[config.mk]
export PLATFORM = sky130hd
export DESIGN_NAME = flow_light_ctrl
export DESIGN_NICKNAME = d
export VERILOG_FILES = /design/src/rtl/flow_light_ctrl.sv
export SDC_FILE = /design/constraint.sdc
export NUM_CORES = 1
export LEC_CHECK = 0
export CAP_MARGIN = 0
export CELL_PAD_IN_SITES_DETAIL_PLACEMENT = 0
export CELL_PAD_IN_SITES_GLOBAL_PLACEMENT = 2
export CORE_MARGIN = 10
export CORE_UTILIZATION = 30
export DETAILED_ROUTE_END_ITERATION = 8
export GPL_ROUTABILITY_DRIVEN = 0
export HOLD_SLACK_MARGIN = 0.03
export MAX_ROUTING_LAYER = met4
export PLACE_DENSITY = 0.82
export SLEW_MARGIN = 20
export SYNTH_ARGS = -nofsm -noshare
export SYNTH_HDL_FRONTEND = slang
export SYNTH_SLANG_ARGS = --single-unit
[constraint.sdc]
create_clock -name clk -period 4.9 [get_ports clk]
set_input_delay 0.735 -clock clk [delete_from_list [all_inputs] [get_ports clk]]
set_output_delay 0.735 -clock clk [all_outputs]
set_load 0.05 [all_outputs]
[src/rtl/flow_light_ctrl.sv]
// Flowing-light controller: prescaled position counter with hold/left/right/bounce
// modes driving a one-hot LED vector. Define FLOW_LIGHT_TRAIL_EN for a 2-LED comet trail.
//
// state   | meaning
// ST_UP   | bounce moving toward LEDS-1 (also left-shift direction)
// ST_DOWN | bounce moving toward 0 (also right-shift direction)
module flow_light_ctrl #(
    parameter int LEDS     = 8,
    parameter int DIV      = 25000000,
    parameter int DIV_BITS = 25,
    parameter int POS_BITS = 3
) (
    input  logic                clk,
    input  logic                r,
    input  logic                en,
    input  logic [1:0]          mode,
    input  logic                load,
    input  logic [POS_BITS-1:0] load_pos,
    output logic [POS_BITS-1:0] pos,
    output logic [LEDS-1:0]     led,
    output logic                tick,
    output logic                wrap
);

    typedef enum logic {
        ST_UP   = 1'b0,
        ST_DOWN = 1'b1
    } dir_e;

    localparam logic [DIV_BITS-1:0]  PRESC_LAST = DIV_BITS'(DIV - 1);
    localparam logic [DIV_BITS-1:0]  PRESC_ONE  = DIV_BITS'(1);
    localparam logic [POS_BITS-1:0]  POS_LAST   = POS_BITS'(LEDS - 1);
    localparam logic [POS_BITS-1:0]  POS_ONE    = POS_BITS'(1);
    localparam logic [POS_BITS:0]    LEDS_EXT   = (POS_BITS + 1)'(LEDS);
    localparam logic [LEDS-1:0]      LED_BIT0   = LEDS'(1);

    logic [DIV_BITS-1:0] presc_q, presc_d;
    logic [POS_BITS-1:0] pos_q, pos_d;
    dir_e                dir_q, dir_d;

    logic presc_end;
    logic at_top;
    logic at_bot;
    logic boundary;

    always_ff @(posedge clk or posedge r) begin
        if (r) begin
            presc_q <= '0;
            pos_q   <= '0;
            dir_q   <= ST_UP;
        end else begin
            presc_q <= presc_d;
            pos_q   <= pos_d;
            dir_q   <= dir_d;
        end
    end

    // Tick is gated by reset so the strobes stay low while r is held, even for DIV=1.
    always_comb begin
        presc_end = (presc_q == PRESC_LAST);
        at_top    = (pos_q == POS_LAST);
        at_bot    = (pos_q == '0);
        tick      = en & ~r & presc_end;
        boundary  = 1'b0;
        case (mode)
            2'b01:   boundary = at_top;
            2'b10:   boundary = at_bot;
            2'b11:   boundary = (dir_q == ST_UP) ? at_top : at_bot;
            default: boundary = 1'b0;
        endcase
        wrap = tick & boundary;
    end

    always_comb begin
        presc_d = presc_q;
        pos_d   = pos_q;
        dir_d   = dir_q;
        if (load) begin
            pos_d   = ({1'b0, load_pos} >= LEDS_EXT) ? POS_LAST : load_pos;
            presc_d = '0;
            dir_d   = ST_UP;
        end else begin
            if (en) begin
                presc_d = presc_end ? '0 : presc_q + PRESC_ONE;
            end
            if (tick) begin
                case (mode)
                    2'b01: begin
                        pos_d = at_top ? '0 : pos_q + POS_ONE;
                        dir_d = ST_UP;
                    end
                    2'b10: begin
                        pos_d = at_bot ? POS_LAST : pos_q - POS_ONE;
                        dir_d = ST_DOWN;
                    end
                    2'b11: begin
                        if (dir_q == ST_UP) begin
                            if (at_top) begin
                                pos_d = POS_LAST - POS_ONE;
                                dir_d = ST_DOWN;
                            end else begin
                                pos_d = pos_q + POS_ONE;
                            end
                        end else begin
                            if (at_bot) begin
                                pos_d = POS_ONE;
                                dir_d = ST_UP;
                            end else begin
                                pos_d = pos_q - POS_ONE;
                            end
                        end
                    end
                    default: pos_d = pos_q;
                endcase
            end
        end
    end

    assign pos = pos_q;

`ifdef FLOW_LIGHT_TRAIL_EN
    logic [POS_BITS-1:0] trail_q, trail_d;
    logic                step;

    always_ff @(posedge clk or posedge r) begin
        if (r) begin
            trail_q <= '0;
        end else begin
            trail_q <= trail_d;
        end
    end

    // Trail remembers where the head was before each move or load.
    always_comb begin
        step    = load | (tick & (mode != 2'b00));
        trail_d = step ? pos_q : trail_q;
        led     = (LED_BIT0 << pos_q) | (LED_BIT0 << trail_q);
    end
`else
    always_comb begin
        led = LED_BIT0 << pos_q;
    end
`endif

endmodule
==> metrics.txt <==
WP data arrival 2.87 ns; clock root buffer clkbuf_8; cts-stage hold buffer count 0; DP HPWL 3.13 mm; drt pass-1 iters 4; Vias 1551; Skew-Pair Late Insertion Delay 0.28 ns; hold path start presc_q[14]; critical path class reg2out; Area contributors post-synth dfrtp_1 (37%), ha_1 (7.6%), xor2_1 (6.7%), nor2_1 (5.5%), nor4_4 (3.2%); # setup viols final 0; vias in the first global route 1552; Hold Path Sink presc_q[14]; largest net degree at the start of global routing 31; Max FO, Critical Path 7; Num CTS Buffers 5; #FFs+latches synth 29; setup TNS 0 ns; Synthesized Nets 234; initial antenna violation count 0; clk slew on worst S/H paths 0.07 ns; cell depth of the worst hold path 2; CTS tree done; Final period util 73.6%; syn_area_per_cell 9.25 um2; FP Rows 29; Initial Util 31.0%; Place WS 1.31 ns; leakage power 1.06 nW; WL final 4.26 mm; drt wl/cell 13.6 um; max_cap viols 0; die span in y 101 um; Pwr per Cell Area 254 nW/um2; P&R area growth vs syn 20.5%; worst r2r dst presc_q[8]; Final WS setup 1.29 ns; Synth top area share 36.8%; Antenna Violating Nets Remaining 0; worst hold path class reg2reg; reg2reg path depth 5; die width 101 um; EDFF count, synth 0; sequential element share of the synthesized area 36.8%; Final Critical Period 3.61 ns; drt initial violations 83; Worst Max-Slew Pin Slew 0.735 ns; synth warn 0; # IOs 22; CTS Sinks 29; Post-Syn Instances 213; first-pass GRT wire length 7.63 mm; maximum clock path buffer count 2; core area 6350 um2; CP required 4.16 ns; Die ar. 10200 um2; total gr overflow 0; Fmax 277 MHz; post_cts resized 0; Post-Synthesis Cell Area 1970 um2; Synth Flop Type dfrtp_1; Critical R2R Launch presc_q[0]; CP startpoint kind flop; final-report hold violation count 0; H-tree levels 2; Slew Viols, Final 0; share of layout cells above drive strength 1 10.1%; async set-reset flop share out of synthesis 100%; Ant. Diodes 0; run status completed; most frequent cells in the layout nor2_1 (29), dfrtp_1 (29), clkdlybuf4s50_1 (21), nand2_1 (16), xor2_1 (15); RSZ-0062 raised after global routing no; number of port buffers 21; critical path endpoint category primary output; setup repair bufs after CTS 0; area leader, netlist dfrtp_1; Peak VDD IR 0.0994 mV; DR DRC count 0; Vias/cell 4.94; Synth cell types 46; fin nets 257; relative slew slack 50.9%; Total GRT Usage 9.36%; Setup Skew 0.00716 ns; Reg2Reg Setup Slack 2.94 ns
how the worst max path moves through the flow:
stage / start / to / cells after the start
4_1_cts: en / wrap / 6
5_1_grt: en / wrap / 6
2_1_floorplan: pos[0] / wrap / 6
3_3_place_gp: en / wrap / 6
3_5_place_dp: en / wrap / 6
6_report: pos[0] / wrap / 7
through the flow:
stage | util [%] | total power [W] | hold WS (ns) | instance area [um2] | cells
CTS | 37.4 | 0.000608 | 0.548 | 2370 | 314
floorplan | - | 0.000318 | 0.497 | 1970 | 213
finish | 37.4 | 0.000603 | 0.546 | 2370 | 314
detailed placement | 35.5 | 0.000351 | 0.526 | 2260 | 306
global route | 37.4 | 0.000631 | 0.594 | 2370 | 314
global placement | 35.5 | 0.000350 | 0.517 | 2260 | 306
sequential cells by signal, indices dropped and copies added (netlist names):
name and flops:
pos 3, dir_q 1, presc_q 25
critical path: stages, from the launching register on:
cell	delay (ns)
dfrtp_1	0.46
inv_1	0.15
ha_1	0.26
nor2b_1	0.37
mux2_2	0.23
a222oi_1	0.08
nor3b_1	0.20
clkdlybuf4s50_1	0.84
cell type report:
| type | instances | area, um2 |
|---|---|---|
| clock buffers | 7 | 86.3 |
| clock inverters | 1 | 30.0 |
| fillers | 658 | 3980 |
| inverters | 10 | 37.5 |
| multi-input cells | 166 | 1160 |
| flip-flops and latches | 29 | 726 |
| well taps | 77 | 96.3 |
| repair buffers | 24 | 233 |
layer usage:
metal / share of wire [%] / track usage, % / up-vias
met5: 0 / - / -
met4: 2.0 / 4.18 / 0
met3: 3.9 / 2.40 / 7
met2: 44 / 12.8 / 21
met1: 50 / 12.6 / 735
li1: - / - / 788
where the power goes:
| part | switching [W] | internal, W | leakage, nW |
|---|---|---|---|
| Sequential | 0.00000785 | 0.000244 | 0.398 |
| Combinational | 0.0000583 | 0.0000354 | 0.606 |
| Clock | 0.0000924 | 0.000166 | 0.0585 |
| Total | 0.000159 | 0.000445 | 1.06 |
kinds of logic (layout without fill, tap and decap cells):
| family | Yosys count | in the layout | synth area share (%) |
|---|---|---|---|
| simple gates | 102 | 102 | 30.6 |
| flops | 29 | 29 | 36.8 |
| compound gates | 28 | 28 | 9.85 |
| xor+xnor | 20 | 20 | 8.89 |
| buf+inv | 18 | 42 | 4.07 |
| fa+ha+maj | 12 | 12 | 7.62 |
| mux | 4 | 4 | 2.10 |
Yosys cell counts (all sizes together) (2+ instances only):
cell type / instances
dfrtp: 29
nor2: 29
nand2: 16
xor2: 15
ha: 12
nand3: 11
inv: 10
nand4: 9
a21oi: 7
nor2b: 7
o21ai: 7
and2: 5
and3: 5
xnor2: 5
buf: 4
clkbuf: 4
nand2b: 4
mux2i: 3
nor3: 3
nor4: 3
a211oi: 2
and4: 2
and4bb: 2
o31ai: 2
or2: 2
(Power assumes the default switching activity.)
==> RTL change 1: new RTL, same flow settings <==
Add an input register stage for `en` and `load_pos`, cleared by the reset; this delays them by one clock. The other inputs are not delayed to match.
--- a/src/rtl/flow_light_ctrl.sv
+++ b/src/rtl/flow_light_ctrl.sv
@@ -35,4 +35,17 @@
     localparam logic [LEDS-1:0]      LED_BIT0   = LEDS'(1);
 
+    logic en_q;
+    logic [POS_BITS-1:0] load_pos_q;
+
+    always_ff @(posedge clk or posedge r) begin
+        if (r) begin
+            en_q       <= '0;
+            load_pos_q <= '0;
+        end else begin
+            en_q       <= en;
+            load_pos_q <= load_pos;
+        end
+    end
+
     logic [DIV_BITS-1:0] presc_q, presc_d;
     logic [POS_BITS-1:0] pos_q, pos_d;
@@ -61,5 +74,5 @@
         at_top    = (pos_q == POS_LAST);
         at_bot    = (pos_q == '0);
-        tick      = en & ~r & presc_end;
+        tick      = en_q & ~r & presc_end;
         boundary  = 1'b0;
         case (mode)
@@ -77,9 +90,9 @@
         dir_d   = dir_q;
         if (load) begin
-            pos_d   = ({1'b0, load_pos} >= LEDS_EXT) ? POS_LAST : load_pos;
+            pos_d   = ({1'b0, load_pos_q} >= LEDS_EXT) ? POS_LAST : load_pos_q;
             presc_d = '0;
             dir_d   = ST_UP;
         end else begin
-            if (en) begin
+            if (en_q) begin
                 presc_d = presc_end ? '0 : presc_q + PRESC_ONE;
             end
Formal check against the unedited RTL: not equivalent (a bounded check fails within 4 cycles, from zero or initial values).
==> RTL change 1 against the unedited design <==
- sequential cell count rose by 4
- core utilization down 1.0 points
- non-clock buffer count did not move
- sequential share of layout area up 0.91 points
- design area grew 10%
- power decreased by 4.0%
- die area rose by 10%
- synthesized cell count up 13%
- setup slack got worse by 0.014 ns
- routed wire length increased by 38%
- hold slack got worse by 0.078 ns
- synthesized area rose by 13%
- count of clock-buffer cells in the layout rose by 1
- via count grew 24%
- largest cell class unchanged
==> RTL change 1: results (changes against the unedited design) <==
\begin{tabular}{lr}
\hline
Metric & Value \\
\hline
\multicolumn{2}{l}{\textbf{Outcome}} \\
Result of the run & finished, final reports clean \\
\multicolumn{2}{l}{\textbf{Synthesis}} \\
Fraction of the mapped netlist area in adder cells & 4.497\% (-3.1 points) \\
Post-synthesis xor/xnor area fraction & 1.967\% (-6.9 points) \\
Share of cell area taken by muxes after synthesis & 1.349\% (-0.75 points) \\
Syn Area/Cell & 9.275 µm² (+0.31\%) \\
Total nets after synthesis & 257 (+9.8\%) \\
Fraction of the yosys area taken by sequential cells & 37.10\% (+0.25 points) \\
\multicolumn{2}{l}{\textbf{Critical path}} \\
CP Launch Point & presc\_q[15]\$\_DFFE\_PP0P\_ \\
Worst flop-to-flop path endpoint & presc\_q[10]\$\_DFFE\_PP0P\_ \\
Delay of the slowest cell on the worst path & 0.81 ns (-0.03 ns) \\
\multicolumn{2}{l}{\textbf{Placed design}} \\
Cell Count Post-Placement & 355 (+16\%) \\
\multicolumn{2}{l}{\textbf{Global route}} \\
Met1 layer usage reported by global route & 14.92\% (+2.3 points) \\
First-pass GRT wire length & 9873 µm (+29\%) \\
Fraction of met3 tracks used by global routing & 2.657\% (+0.26 points) \\
Met2 track demand over resource in global routing & 15.81\% (+3.0 points) \\
GR Util All Layers & 10.92\% (+1.6 points) \\
Largest net degree at the start of global routing & 35 (+13\%) \\
\multicolumn{2}{l}{\textbf{Power and ir drop}} \\
Leakage Power & 1.090 nW (+2.6\%) \\
Peak supply drop & 0.1307 mV (+31\%) \\
\multicolumn{2}{l}{\textbf{STA}} \\
Slew at the pin closest to its max-slew limit & 0.7887 ns (+0.05329 ns) \\
Setup skew after layout & 0.007170 ns (+0.000007660 ns) \\
\multicolumn{2}{l}{\textbf{Min path}} \\
Worst Hold Endpoint & pos[1]\$\_DFFE\_PP0P\_ \\
\multicolumn{2}{l}{\textbf{Final layout}} \\
Ratio of cells with drive above 1 in the final layout & 9.091\% (-1.0 points) \\
Count of filler cells inserted in the layout & 795 (+21\%) \\
\multicolumn{2}{l}{\textbf{Detailed routing}} \\
Met2 wire length & 2735 µm (+47\%) \\
Met3 wirelength from detailed routing & 347 µm (+110\%) \\
Via density & 5.317 (+7.6\%) \\
Wire length on met1 & 2762 µm (+29\%) \\
\hline
\end{tabular}
## RTL change 1: metrics by stage
stage          power [mW]  setup slack, ns
2_1_floorplan      0.3489            1.351
3_3_place_gp       0.3850            1.379
3_5_place_dp       0.3849            1.347
4_1_cts            0.5881            1.259
5_1_grt            0.6096            1.102
6_report           0.5791            1.280
## RTL change 1: area by class of cell
| class | count | area (µm²) | share of cell area [%] |
|---|---|---|---|
| clock buffer | 8 | 80.08 | 3.055 |
| inverter | 12 | 45.04 | 1.718 |
| multi-input combinational | 187 | 1314 | 50.12 |
| sequential | 33 | 825.8 | 31.50 |
| tap | 99 | 123.9 | 4.726 |
| timing repair buffer | 24 | 232.7 | 8.878 |
## RTL change 1: where the power goes
| group | internal [mW] | switching [mW] | total, mW |
|---|---|---|---|
| Clock | 0.101 | 0.0995 | 0.200 |
| Sequential | 0.277 | 0.00718 | 0.285 |
| Combinational | 0.0323 | 0.0619 | 0.0941 |
| Total | 0.411 | 0.169 | 0.579 |
==> RTL change 2: new RTL, same settings <==
Without the edit above. Build with the macro `FLOW_LIGHT_TRAIL_EN` defined.
--- a/src/rtl/flow_light_ctrl.sv
+++ b/src/rtl/flow_light_ctrl.sv
@@ -5,4 +5,6 @@
 // ST_UP   | bounce moving toward LEDS-1 (also left-shift direction)
 // ST_DOWN | bounce moving toward 0 (also right-shift direction)
+`define FLOW_LIGHT_TRAIL_EN
+
 module flow_light_ctrl #(
     parameter int LEDS     = 8,
Function: changed (Yosys sat finds a counterexample within 4 cycles, from zero or initial values).
==> RTL change 2 against the unedited design <==
- design area up 14%
- power up 7.1%
- sequential cell count up 3
- via count up 32%
- sequential share of layout area down 1.1 points
- non-clock buffer count unchanged
- setup slack worse by 0.021 ns
- critical path depth down 1
- synthesized area up 17%
- routed wire length up 43%
- die area up 14%
- critical path type is now input pin to output pin
==> RTL change 2: results (changes against the unedited design) <==
\begin{tabular}{lr}
\hline
Metric & Value \\
\hline
\multicolumn{2}{l}{\textbf{Outcome}} \\
Result of the run & finished, final reports clean \\
\multicolumn{2}{l}{\textbf{Synthesis}} \\
Unique masters post-synth & 49 (+6.5\%) \\
Post-synthesis compound-gate area fraction & 19.83\% (+10 points) \\
Fraction of the yosys area taken by sequential cells & 34.67\% (-2.2 points) \\
Post-synthesis xor/xnor area fraction & 2.654\% (-6.2 points) \\
Total nets after synthesis & 281 (+20\%) \\
Synth top cells by count & sky130\_fd\_sc\_hd\_\_dfrtp\_1 (32), sky130\_fd\_sc\_hd\_\_nand2\_1 (24), sky130\_fd\_sc\_hd\_\_inv\_1 (16), sky130\_fd\_sc\_hd\_\_nand3\_1 (16), sky130\_fd\_sc\_hd\_\_o21ai\_0 (16) \\
Largest cells by area after synthesis & sky130\_fd\_sc\_hd\_\_dfrtp\_1 (35\%), sky130\_fd\_sc\_hd\_\_ha\_1 (6.5\%), sky130\_fd\_sc\_hd\_\_nand2\_1 (3.9\%) \\
Fraction of the mapped netlist area in adder cells & 6.501\% (-1.1 points) \\
Share of cell area taken by muxes after synthesis & 2.925\% (+0.83 points) \\
\multicolumn{2}{l}{\textbf{Detailed routing}} \\
Met2 wire length & 2803 µm (+51\%) \\
Count of vias placed by the detailed router & 2045 (+32\%) \\
Met3 wirelength from detailed routing & 303 µm (+80\%) \\
Wire length on met1 & 2953 µm (+38\%) \\
Per-cell routed wire length & 16.01 µm (+18\%) \\
\multicolumn{2}{l}{\textbf{Critical path}} \\
Biggest fanout along the worst timing path & 3 (-4) \\
Kind of critical path & input pin to output pin \\
\multicolumn{2}{l}{\textbf{Power and ir drop}} \\
Peak supply drop & 0.1303 mV (+31\%) \\
Leakage Power & 1.059 nW (-0.37\%) \\
\multicolumn{2}{l}{\textbf{STA}} \\
Setup skew after layout & 0.007987 ns (+0.0008243 ns) \\
Slew margin rel. & 38.11\% (-13 points) \\
\multicolumn{2}{l}{\textbf{Global route}} \\
Largest net degree at the start of global routing & 33 (+6.5\%) \\
First-pass GRT wire length & 10530 µm (+38\%) \\
\multicolumn{2}{l}{\textbf{CTS}} \\
Total clock buffers created by CTS & 5 (unchanged) \\
\multicolumn{2}{l}{\textbf{Final layout}} \\
Ratio of cells with drive above 1 in the final layout & 11.03\% (+0.91 points) \\
Total Nets Final & 301 (+17\%) \\
Util after Layout & 36.81\% (-0.55 points) \\
Count of filler cells inserted in the layout & 783 (+19\%) \\
\multicolumn{2}{l}{\textbf{Placed design}} \\
Half-perimeter wire length after detailed placement & 4292 µm (+37\%) \\
\hline
\end{tabular}
-- RTL change 2: cell families after synthesis --
group | count (synthesis)
compound gates | 66
xor+xnor | 7
fa+ha+maj | 12
buf+inv | 27
flops | 32
mux | 6
simple gates | 110
-- RTL change 2: power breakdown --
part           switching [mW]  internal, mW
logic                  0.0977        0.0525
registers              0.0127         0.271
clock network          0.0974         0.115
-- RTL change 2: path summary, 6_finish.rpt --
check	from	to	slack [ns]	cells past startpoint
hold reg to reg	presc_q[1]$_DFFE_PP0P_	presc_q[1]$_DFFE_PP0P_	0.59	2
hold / removal	presc_q[1]$_DFFE_PP0P_	presc_q[1]$_DFFE_PP0P_	0.59	2
setup / recovery	en	tick	1.27	6
max in group asynchronous	r	pos[2]$_DFFE_PP0P_	3.36	3
min in group asynchronous	r	presc_q[12]$_DFFE_PP0P_	0.85	2
setup reg to reg	presc_q[7]$_DFFE_PP0P_	presc_q[18]$_DFFE_PP0P_	2.61	5
-- RTL change 2: final cells by class --
class | count | area share, %
multi-input cells | 201 | 51.89
flip-flops and latches | 32 | 29.52
clock buffers | 8 | 3.321
repair buffers | 24 | 8.487
well taps | 99 | 4.566
inverters | 16 | 2.214
-- RTL change 2: per-layer routing --
layer,vias to the layer above,GRT usage (%)
li1,1014,-
met1,990,15.67
met2,39,16.31
met3,2,2.156
met4,0,2.863
met5,-,-
-- RTL change 2: worst max-delay path, stage by stage --
cell	delay [ns]
sky130_fd_sc_hd__clkdlybuf4s50_1	0.47
sky130_fd_sc_hd__nand2_1	0.08
sky130_fd_sc_hd__or3_4	0.38
sky130_fd_sc_hd__or3_4	0.37
sky130_fd_sc_hd__inv_1	0.06
sky130_fd_sc_hd__clkdlybuf4s50_1	0.79
-- RTL change 2: metrics by stage --
stage / instance area (µm²) / hold WS (ns) / total power, mW / worst slack [ns] / std cells
4_1_cts: 2713 / 0.5861 / 0.6550 / 1.264 / 380
5_1_grt: 2713 / 0.6238 / 0.6771 / 1.205 / 380
2_1_floorplan: 2310 / 0.5345 / 0.3883 / 1.566 / 260
3_5_place_dp: 2623 / 0.5693 / 0.4401 / 1.264 / 372
6_report: 2713 / 0.5861 / 0.6457 / 1.272 / 380
3_3_place_gp: 2623 / 0.5730 / 0.4411 / 1.266 / 372
